File: config.mk
export PLATFORM = sky130hd
export DESIGN_NAME = register_bank
export DESIGN_NICKNAME = d
export VERILOG_FILES = /design/src/rtl/register_bank_pkg.sv /design/src/rtl/register_bank_read_port.sv /design/src/rtl/register_bank.sv
export SDC_FILE = /design/constraint.sdc
export NUM_CORES = 1
export LEC_CHECK = 0
export ABC_AREA = 1
export ABC_CLOCK_PERIOD_IN_PS = 1400
export CORE_ASPECT_RATIO = 1.75
export CORE_MARGIN = 8
export CORE_UTILIZATION = 57
export DETAILED_ROUTE_END_ITERATION = 10
export GPL_ROUTABILITY_DRIVEN = 0
export PLACE_DENSITY = 0.77
export SYNTH_ARGS = -nofsm -noshare
export SYNTH_HDL_FRONTEND = slang
export SYNTH_HIERARCHICAL = 1
export SYNTH_SLANG_ARGS = --single-unit
File: constraint.sdc
create_clock -name clk -period 1.4 [get_ports clk]
set_input_delay 0.28 -clock clk [delete_from_list [all_inputs] [get_ports clk]]
set_output_delay 0.28 -clock clk [all_outputs]
set_load 0.02 [all_outputs]
File: src/rtl/register_bank_pkg.sv
// Shared constants for the register bank: default geometry and register count.
package register_bank_pkg;

  localparam int unsigned DEFAULT_ADDRESS_SIZE  = 5;
  localparam int unsigned DEFAULT_REGISTER_SIZE = 8;
  localparam int unsigned NUM_REGS              = 1 << DEFAULT_ADDRESS_SIZE;

  // Register count for a given address width.
  function automatic int unsigned num_regs(input int unsigned address_size);
    return 1 << address_size;
  endfunction

endpackage

File: src/rtl/register_bank_read_port.sv
// One combinational read port of the register bank.
// Optional write-through forwarding is enabled by defining REG_BYPASS_EN.
module register_bank_read_port
  import register_bank_pkg::*;
#(
  parameter int unsigned ADDRESS_SIZE  = DEFAULT_ADDRESS_SIZE,
  parameter int unsigned REGISTER_SIZE = DEFAULT_REGISTER_SIZE
) (
  input  logic [(2**ADDRESS_SIZE)-1:0][REGISTER_SIZE-1:0] regs,
  input  logic [ADDRESS_SIZE-1:0]                         rd_addr,
  input  logic                                            bypass_en,
  input  logic [ADDRESS_SIZE-1:0]                         wr_addr,
  input  logic [REGISTER_SIZE-1:0]                        wr_data,
  output logic [REGISTER_SIZE-1:0]                        rd_data_c
);

`ifdef REG_BYPASS_EN
  // Read mux with forwarding of the in-flight write to the same address.
  always_comb begin
    rd_data_c = regs[rd_addr];
    if (bypass_en && (rd_addr == wr_addr)) begin
      rd_data_c = wr_data;
    end
  end
`else
  // Forwarding inputs are intentionally ignored in the plain build.
  logic unused_bypass;
  assign unused_bypass = ^{bypass_en, wr_addr, wr_data};

  // Plain read mux: stored contents only.
  always_comb begin
    rd_data_c = regs[rd_addr];
  end
`endif

endmodule

File: src/rtl/register_bank.sv
// General-purpose register file: 2^ADDRESS_SIZE x REGISTER_SIZE storage,
// one synchronous write port, two combinational read ports.
// Optional macro: REG_BYPASS_EN (write-through forwarding on both read ports).
module register_bank
  import register_bank_pkg::*;
#(
  parameter int unsigned ADDRESS_SIZE  = DEFAULT_ADDRESS_SIZE,
  parameter int unsigned REGISTER_SIZE = DEFAULT_REGISTER_SIZE
) (
  input  logic                     clk,
  input  logic                     reset,
  input  logic [REGISTER_SIZE-1:0] data_in,
  input  logic                     write,
  input  logic [ADDRESS_SIZE-1:0]  addr_in,
  input  logic [ADDRESS_SIZE-1:0]  addr_out1,
  input  logic [ADDRESS_SIZE-1:0]  addr_out2,
  output logic [REGISTER_SIZE-1:0] data_out1,
  output logic [REGISTER_SIZE-1:0] data_out2
);

  localparam int unsigned NREGS = num_regs(ADDRESS_SIZE);

  logic [NREGS-1:0][REGISTER_SIZE-1:0] regs;
  logic                                bypass_en;

  // Storage: asynchronous clear, write on rising edge when enabled.
  always_ff @(posedge clk or negedge reset) begin
    if (!reset) begin
      regs <= '0;
    end else if (write) begin
      regs[addr_in] <= data_in;
    end
  end

  // A write is only forwardable while the bank is out of reset.
  assign bypass_en = write & reset;

  register_bank_read_port #(
    .ADDRESS_SIZE  (ADDRESS_SIZE),
    .REGISTER_SIZE (REGISTER_SIZE)
  ) u_read_port1 (
    .regs      (regs),
    .rd_addr   (addr_out1),
    .bypass_en (bypass_en),
    .wr_addr   (addr_in),
    .wr_data   (data_in),
    .rd_data_c (data_out1)
  );

  register_bank_read_port #(
    .ADDRESS_SIZE  (ADDRESS_SIZE),
    .REGISTER_SIZE (REGISTER_SIZE)
  ) u_read_port2 (
    .regs      (regs),
    .rd_addr   (addr_out2),
    .bypass_en (bypass_en),
    .wr_addr   (addr_in),
    .wr_data   (data_in),
    .rd_data_c (data_out2)
  );

endmodule

# Yosys cells after proc, flatten, opt, wreduce, memory -nomap -nowiden
# Cells that the tools add are included.
# totals
in_bits,26
register_bits,256
wordCells,44
# op_classes
muxes,7
n_lt_le_gt_ge,4
n_reduce_logical,1
# op_table
op,count
bitwise mux 256 bit,1
binary-select mux 8 bit (select 5 bit),2
demux 8 bit (select 5 bit),1
two-way mux 8 bit,3
< comparator 5 x 6 -> 1 bit (second input constant),3
>= comparator 5 x 1 -> 1 bit (second input constant),1
logical AND 1 bit,1

# Longest topological paths before layout
# Gate-level depths: netlist of the first run.
# depth
word_depth,5
depth_mapped,11
mapped_depth_nobuf,9

# By module
# The synthesis of the first run kept the hierarchy.
# modules_own_cells
module,seq_area_each_um2,area_per_inst_um2,cells_per_inst,instances
register_bank,6406.1,9949.5,1160,1
register_bank_read_port,0.0,2740.1,609,2

# Worst setup path after synthesis of the first run
# Ideal clock, no wire load.
# synth_timing
path_kind,input to output
startpoint,input port addr_out1[2]
endpoint,output port data_out1[0]
stages,8
arrival_ns,1.191
slack_ns,-0.071
path_cell_list,clkbuf_1 -> clkbuf_1 -> nand3_1 -> nand2_1 -> nand2_1 -> nand2_1 -> nand2_1 -> nand2_1
# synth_via
elab_chain_len,2
# synth_lines
item,line,text
start: declaration,register_bank.sv:15,"input logic [ADDRESS_SIZE-1:0] addr_out1,"
binary-select mux 8 bit (select 5 bit),register_bank_read_port.sv:32,rd_data_c = regs[rd_addr];
two-way mux 8 bit (not written as such),register_bank_read_port.sv:32,
end: declaration,register_bank.sv:17,"output logic [REGISTER_SIZE-1:0] data_out1,"
# No other way between the ends. The select of a mux whose other input is x is not followed.

# Worst setup path in the final report of the first run
# layout_timing
startpoint,register regs[91] (netlist name)
endpoint,output port data_out1[3]
# layout_via
elab_chain_len,2
# layout_lines
item,line,text
start: declaration,register_bank.sv:23,logic [NREGS-1:0][REGISTER_SIZE-1:0] regs;
start signal: indexed assignment,register_bank.sv:31,regs[addr_in] <= data_in;
binary-select mux 8 bit (select 5 bit),register_bank_read_port.sv:32,
two-way mux 8 bit (not written as such),register_bank_read_port.sv:32,
# No other way between the ends. The select of a mux whose other input is x is not followed.

==> results of run 1 <==
-- through the flow --
stage	utilization [%]	total power [mW]	hold slack, ns
after global routing	72.6	24.7	0.216
after detailed placement	64.0	15.5	0.179
after floorplan	-	13.0	-0.0156
after CTS	69.4	22.8	0.201
final	72.6	23.9	0.174
after global placement	64.0	15.3	0.180
-- cells in the final DEF, fill, tap and decap left out, types with 9 or more instances in the layout --
master	count
clkbuf_16	26
buf_12	39
nor2_1	24
nand2_2	72
nand2_1	1354
buf_6	18
inv_1	9
nand3_4	28
dfrtp_1	252
nand3_2	125
nand3_1	338
buf_4	157
clkdlybuf4s50_1	18
-- what timing repair did --
action / in CTS / in global routing
resized for setup: 204 / 165
gates cloned: 0 / 1
hold buffers: 1 / 0
setup buffers: 10 / 13
pin swaps: 55 / 52
setup endpoints to repair: 103 / 186
endpoints found under the hold margin: 254 / 0
-- how the worst max path moves through the flow --
| stage | slack, ns | startpoint | end |
|---|---|---|---|
| after floorplan | 0.0005 | addr_out1[2] | data_out1[0] |
| after global placement | -1.24 | addr_out1[2] | data_out1[5] |
| after detailed placement | -1.25 | addr_out2[2] | data_out2[5] |
| after global routing | -0.83 | regs[141] | data_out1[5] |
| final | -0.80 | regs[91] | data_out1[3] |
| after CTS | -0.70 | regs[116] | data_out2[4] |
-- routing by layer --
metal  vias up  part of all wire, %  GRT usage [%]
li1       7745                    -              -
met1      8198                   32           45.3
met2      1553                   46           63.4
met3       451                   13           8.54
met4         0                  9.2           29.9
met5         -                    0              0
-- power groups by stage --
stage / logic [mW] / registers [mW] / clock network, mW
6_report: 6.48 / 10.2 / 7.18
5_1_grt: 6.94 / 10.3 / 7.44
4_1_cts: 5.62 / 10.1 / 7.15
3_5_place_dp: 5.30 / 10.2 / 0
3_3_place_gp: 5.17 / 10.2 / 0
2_1_floorplan: 3.35 / 9.70 / 0
-- area by class of cell --
cell class                 count  share of cell area (%)
tap                          324                    2.10
sequential                   256                    33.2
timing repair buffer         239                    12.6
multi-input combinational   1951                    47.4
clock buffer                  32                    3.58
inverter                      17                   0.357
clock inverter                11                   0.745
-- worst max-delay path, stage by stage (launching register included) --
cell and delay, ns:
dfrtp_1 0.42, nand2_1 0.11, nand3_2 0.20, nand3_2 0.13, nand2_1 0.06, nand2_1 0.05
nand2_1 0.08, nand2_1 0.09, nand2_2 0.07, buf_6 0.13
==> flow_summary.toml, run 1 <==
[global_routing]
grt-ovfl-total = 0
grt_first_pass_wirelength_mm = 97.1
grt_pass1_vias = 16600
antenna_found_initial = 0
grtUsageTotal_pct = 39.3
grt_start_max_net_pins = 63

[floorplanning]
die_area_um2 = 32800
core-area_um2 = 26600
io_pins = 42
row_count = 79
die_y_um = 234
die_w_um = 140
start_util_pct = 58.0

[clocking]
ctsRootBufferMaster = "clkbuf_16"
ctsHtreeMaxLevel = 1
cts_made_buffers = 25
clk_pin_slew_ns = 0.07
cts_tree = "done"
clockBufferDepth = 3
cts_sinks = 256
insertion_delay_ns = 0.56

[worst_setup_path]
critical_path_class = "reg2out"
r2r-start = "regs[116]"
reg2regPathDepth = 5
worstPathRequired_ns = 1.12
cp.arrival_ns = 1.92
reg2reg_slack_ns = 0.40
start_kind = "flip-flop"
critPathCaptureType = "output port"
path_max_fanout = 3
r2r-end = "regs[116]"

[sta]
post-route-period-util_pct = 157
slew_viol_final = 0
setup_viol = 25
setup_slack_ns = -0.802
worst_pin_slew_ns = 0.512
rsz0062_at_grt = "true"
slew_headroom_pct = 65.7
hold_viol_final = 0
setup_tns_ns = -11.87
period_needed_ns = 2.20
fmax_mhz = 454
skew_ns = 0

[power]
internal_power_mw = 15.2
p_sw_mw = 8.61
sw_frac_of_total_pct = 36.1
p_leak_nw = 10.1
pwr-share-comb_pct = 27.2
pwr-share-clk_pct = 30.1
p_per_area_nw_per_um2 = 1240
pwr-share-seq_pct = 42.8
ir_worst_vdd_uv = 1140

[layout]
fin_nets = 2516
largest_reg_flops = 256
antenna_cells = 0
largest_registers = "regs (256)"
syn_to_final_growth_pct = 25.2
finalInstanceArea_um2 = 19300
top_register = "regs"
fill_cells = 2031
final_cells = 2830
seqCellArea_um2 = 6410
drive_gt1_share_pct = 20.2
multi_input_area_um2 = 9150

[status]
violations = "DRC, setup timing"
status = "complete, but fails checks"

[worst_hold_path]
holdCritPathClass = "in2async"

[placed_design]
place_inst = 2762
port_buffers = 41
placed_cell_area_um2 = 17000
dp_worst_setup_slack_ns = -1.25
post-dp-hpwl_mm = 41.2

[routing]
routedWlPerCell_um = 23.2
vias = 17900
drt_iter0_drc = 3066
wirelength_mm = 65.6
firstDrtPassIters = 10
ant_nets = 0
drc = 2
vias_per_cell = 6.34

[flow_run]
drv_cap = 0

[synth]
synthCells = 2376
synthesis.nets = 2402
avgSynthCellArea_um2 = 6.49
ys.warnings.count = 6
syn_area_um2 = 15400
(Power assumes the default switching activity.)
==> inputs of run 2 (changes only) <==
--- a/config.mk
+++ b/config.mk
@@ -6,13 +6,13 @@
 export NUM_CORES = 1
 export LEC_CHECK = 0
 export ABC_AREA = 1
-export ABC_CLOCK_PERIOD_IN_PS = 1400
 export CORE_ASPECT_RATIO = 1.75
 export CORE_MARGIN = 8
 export CORE_UTILIZATION = 57
 export DETAILED_ROUTE_END_ITERATION = 10
 export GPL_ROUTABILITY_DRIVEN = 0
 export PLACE_DENSITY = 0.77
+export REMOVE_ABC_BUFFERS = 1
 export SYNTH_ARGS = -nofsm -noshare
 export SYNTH_HDL_FRONTEND = slang
 export SYNTH_HIERARCHICAL = 1
==> run 2 against run 1 <==
Net effect: the run ends with setup timing left; critical endpoint is now data_out2[4]; clock skew did not move; sequential cell count stayed put; count of clock-buffer cells in the layout up 3; core utilization grew 2.2 points; sequential share of layout area is 0.90 points lower; register-to-register slack better by 0.09 ns; final cell count up 1.9%; total power rose by 3.1%; critical path depth stayed put.
==> flow_summary.toml, run 2 (synthesized netlist as in run 1, its figures left out) <==
[sta]
setup_tns_ns = -11.04
slew_headroom_pct = 73.9
fmax_mhz = 457
setup_slack_ns = -0.791
post-route-period-util_pct = 156
worst_pin_slew_ns = 0.392
period_needed_ns = 2.19
skew_ns = 0
slew_viol_final = 0
hold_viol_final = 0
hold_ws_ns = 0.209
setup_viol = 16
rsz0062_at_grt = "true"

[clocking]
ctsHtreeMaxLevel = 1
cts_sinks = 256
ctsRootBufferMaster = "clkbuf_16"
clockBufferDepth = 3
cts_tree = "done"
insertion_delay_ns = 0.56
clk_pin_slew_ns = 0.07
cts_made_buffers = 25

[floorplanning]
die_area_um2 = 32800
die_w_um = 140
io_pins = 42
die_y_um = 234
row_count = 79
start_util_pct = 58.0
core-area_um2 = 26600

[layout]
fin_nets = 2567
top_register = "regs"
antenna_cells = 0
largest_reg_flops = 256
final_cell_mix = "nand2_1, nand3_1, dfrtp_1, buf_4, nand3_2"
seqCellArea_um2 = 6430
fin_util_pct = 74.8
multi_input_area_um2 = 9110
syn_to_final_growth_pct = 29.0
fill_cells = 1933
largest_registers = "regs (256)"
drive_gt1_share_pct = 23.0
final_common_cell = "nand2_1"

[power]
p_per_area_nw_per_um2 = 1240
ir_worst_vdd_uv = 1110
p_leak_nw = 10.4

[worst_setup_path]
reg2regPathDepth = 4
cp.arrival_ns = 1.91
start_kind = "flip-flop"
critPathLaunch = "regs[180]"
reg2reg_slack_ns = 0.49
crit_end = "data_out2[4]"
critical_path_class = "reg2out"
critPathCaptureType = "output port"
path_max_fanout = 3
r2r-end = "regs[187]"
r2r-start = "regs[187]"
worstPathRequired_ns = 1.12

[routing]
drt_iter0_drc = 2631
vias = 18200
ant_nets = 0
wirelength_mm = 66.5
vias_per_cell = 6.30
routedWlPerCell_um = 23.1
drc = 0
firstDrtPassIters = 7

[flow_run]
drv_cap = 0

[status]
violations = "setup timing"
status = "complete, but fails checks"

[global_routing]
grt_start_max_net_pins = 51
antenna_found_initial = 0
grt_pass1_vias = 17200
grtUsageTotal_pct = 40.2
grt-ovfl-total = 0
grt_first_pass_wirelength_mm = 98.7

[placed_design]
post-dp-hpwl_mm = 41.8
port_buffers = 41

[worst_hold_path]
holdCritPathClass = "in2async"
==> run 2: metrics by stage <==
| stage | setup WS (ns) | area [µm²] | std cells | total power [mW] |
|---|---|---|---|---|
| final | -0.791 | 19900 | 2883 | 24.6 |
| after global routing | -0.827 | 19900 | 2883 | 25.4 |
| after CTS | -0.624 | 19100 | 2859 | 23.5 |
| after detailed placement | -1.22 | 17400 | 2792 | 15.7 |
| after global placement | -1.22 | 17400 | 2792 | 15.5 |
| after floorplan | -1.00 | 14400 | 2224 | 12.6 |
==> run 2: how the worst min path moves through the flow <==
stage / end / slack [ns]
2_1_floorplan: regs[0] / -0.02
3_3_place_gp: regs[174] / 0.20
3_5_place_dp: regs[174] / 0.21
4_1_cts: regs[170] / 0.22
5_1_grt: regs[170] / 0.22
6_report: regs[170] / 0.21
==> run 2: routing by layer <==
metal	vias up	GRT usage (%)	part of all wire, %	routed length (µm)
li1	7854	-	-	-
met1	8184	43.7	32	21200
met3	547	9.98	12	7740
met2	1571	64.9	45	30000
met5	-	0	0	0
met4	0	34.9	11	7590
==> run 2: final cells by class <==
class	instances	share of cell area, %
multi-input cells	1951	45.8
flip-flops and latches	256	32.3
repair buffers	290	15.0
clock buffers	35	3.64
well taps	324	2.04
clock inverters	10	0.830
inverters	17	0.346
==> run 2: timing repair <==
item / CTS / global route
gates resized for setup: 236 / 160
endpoints found under the setup margin: 18 / 198
hold endpoints to repair: 178 / 0
pin swaps: 130 / 94
buffers inserted: 20 / 24
cloned: 1 / 0
hold buffers: 1 / 0
==> run 2: power breakdown <==
| group | leakage [nW] | internal [mW] | total (mW) | switching, mW |
|---|---|---|---|---|
| Sequential | 3.30 | 8.79 | 10.4 | 1.59 |
| Combinational | 6.64 | 2.70 | 6.71 | 4.02 |
| Clock | 0.425 | 4.35 | 7.48 | 3.13 |
==> run 2: worst max-delay path, stage by stage, from the launching register on <==
cell	delay (ns)
dfrtp_2	0.49
nand2_2	0.09
nand3_2	0.09
nand3_4	0.15
nand2_1	0.07
nand2_1	0.08
nand2_2	0.07
nand2_2	0.09
nand2_2	0.07
buf_6	0.13
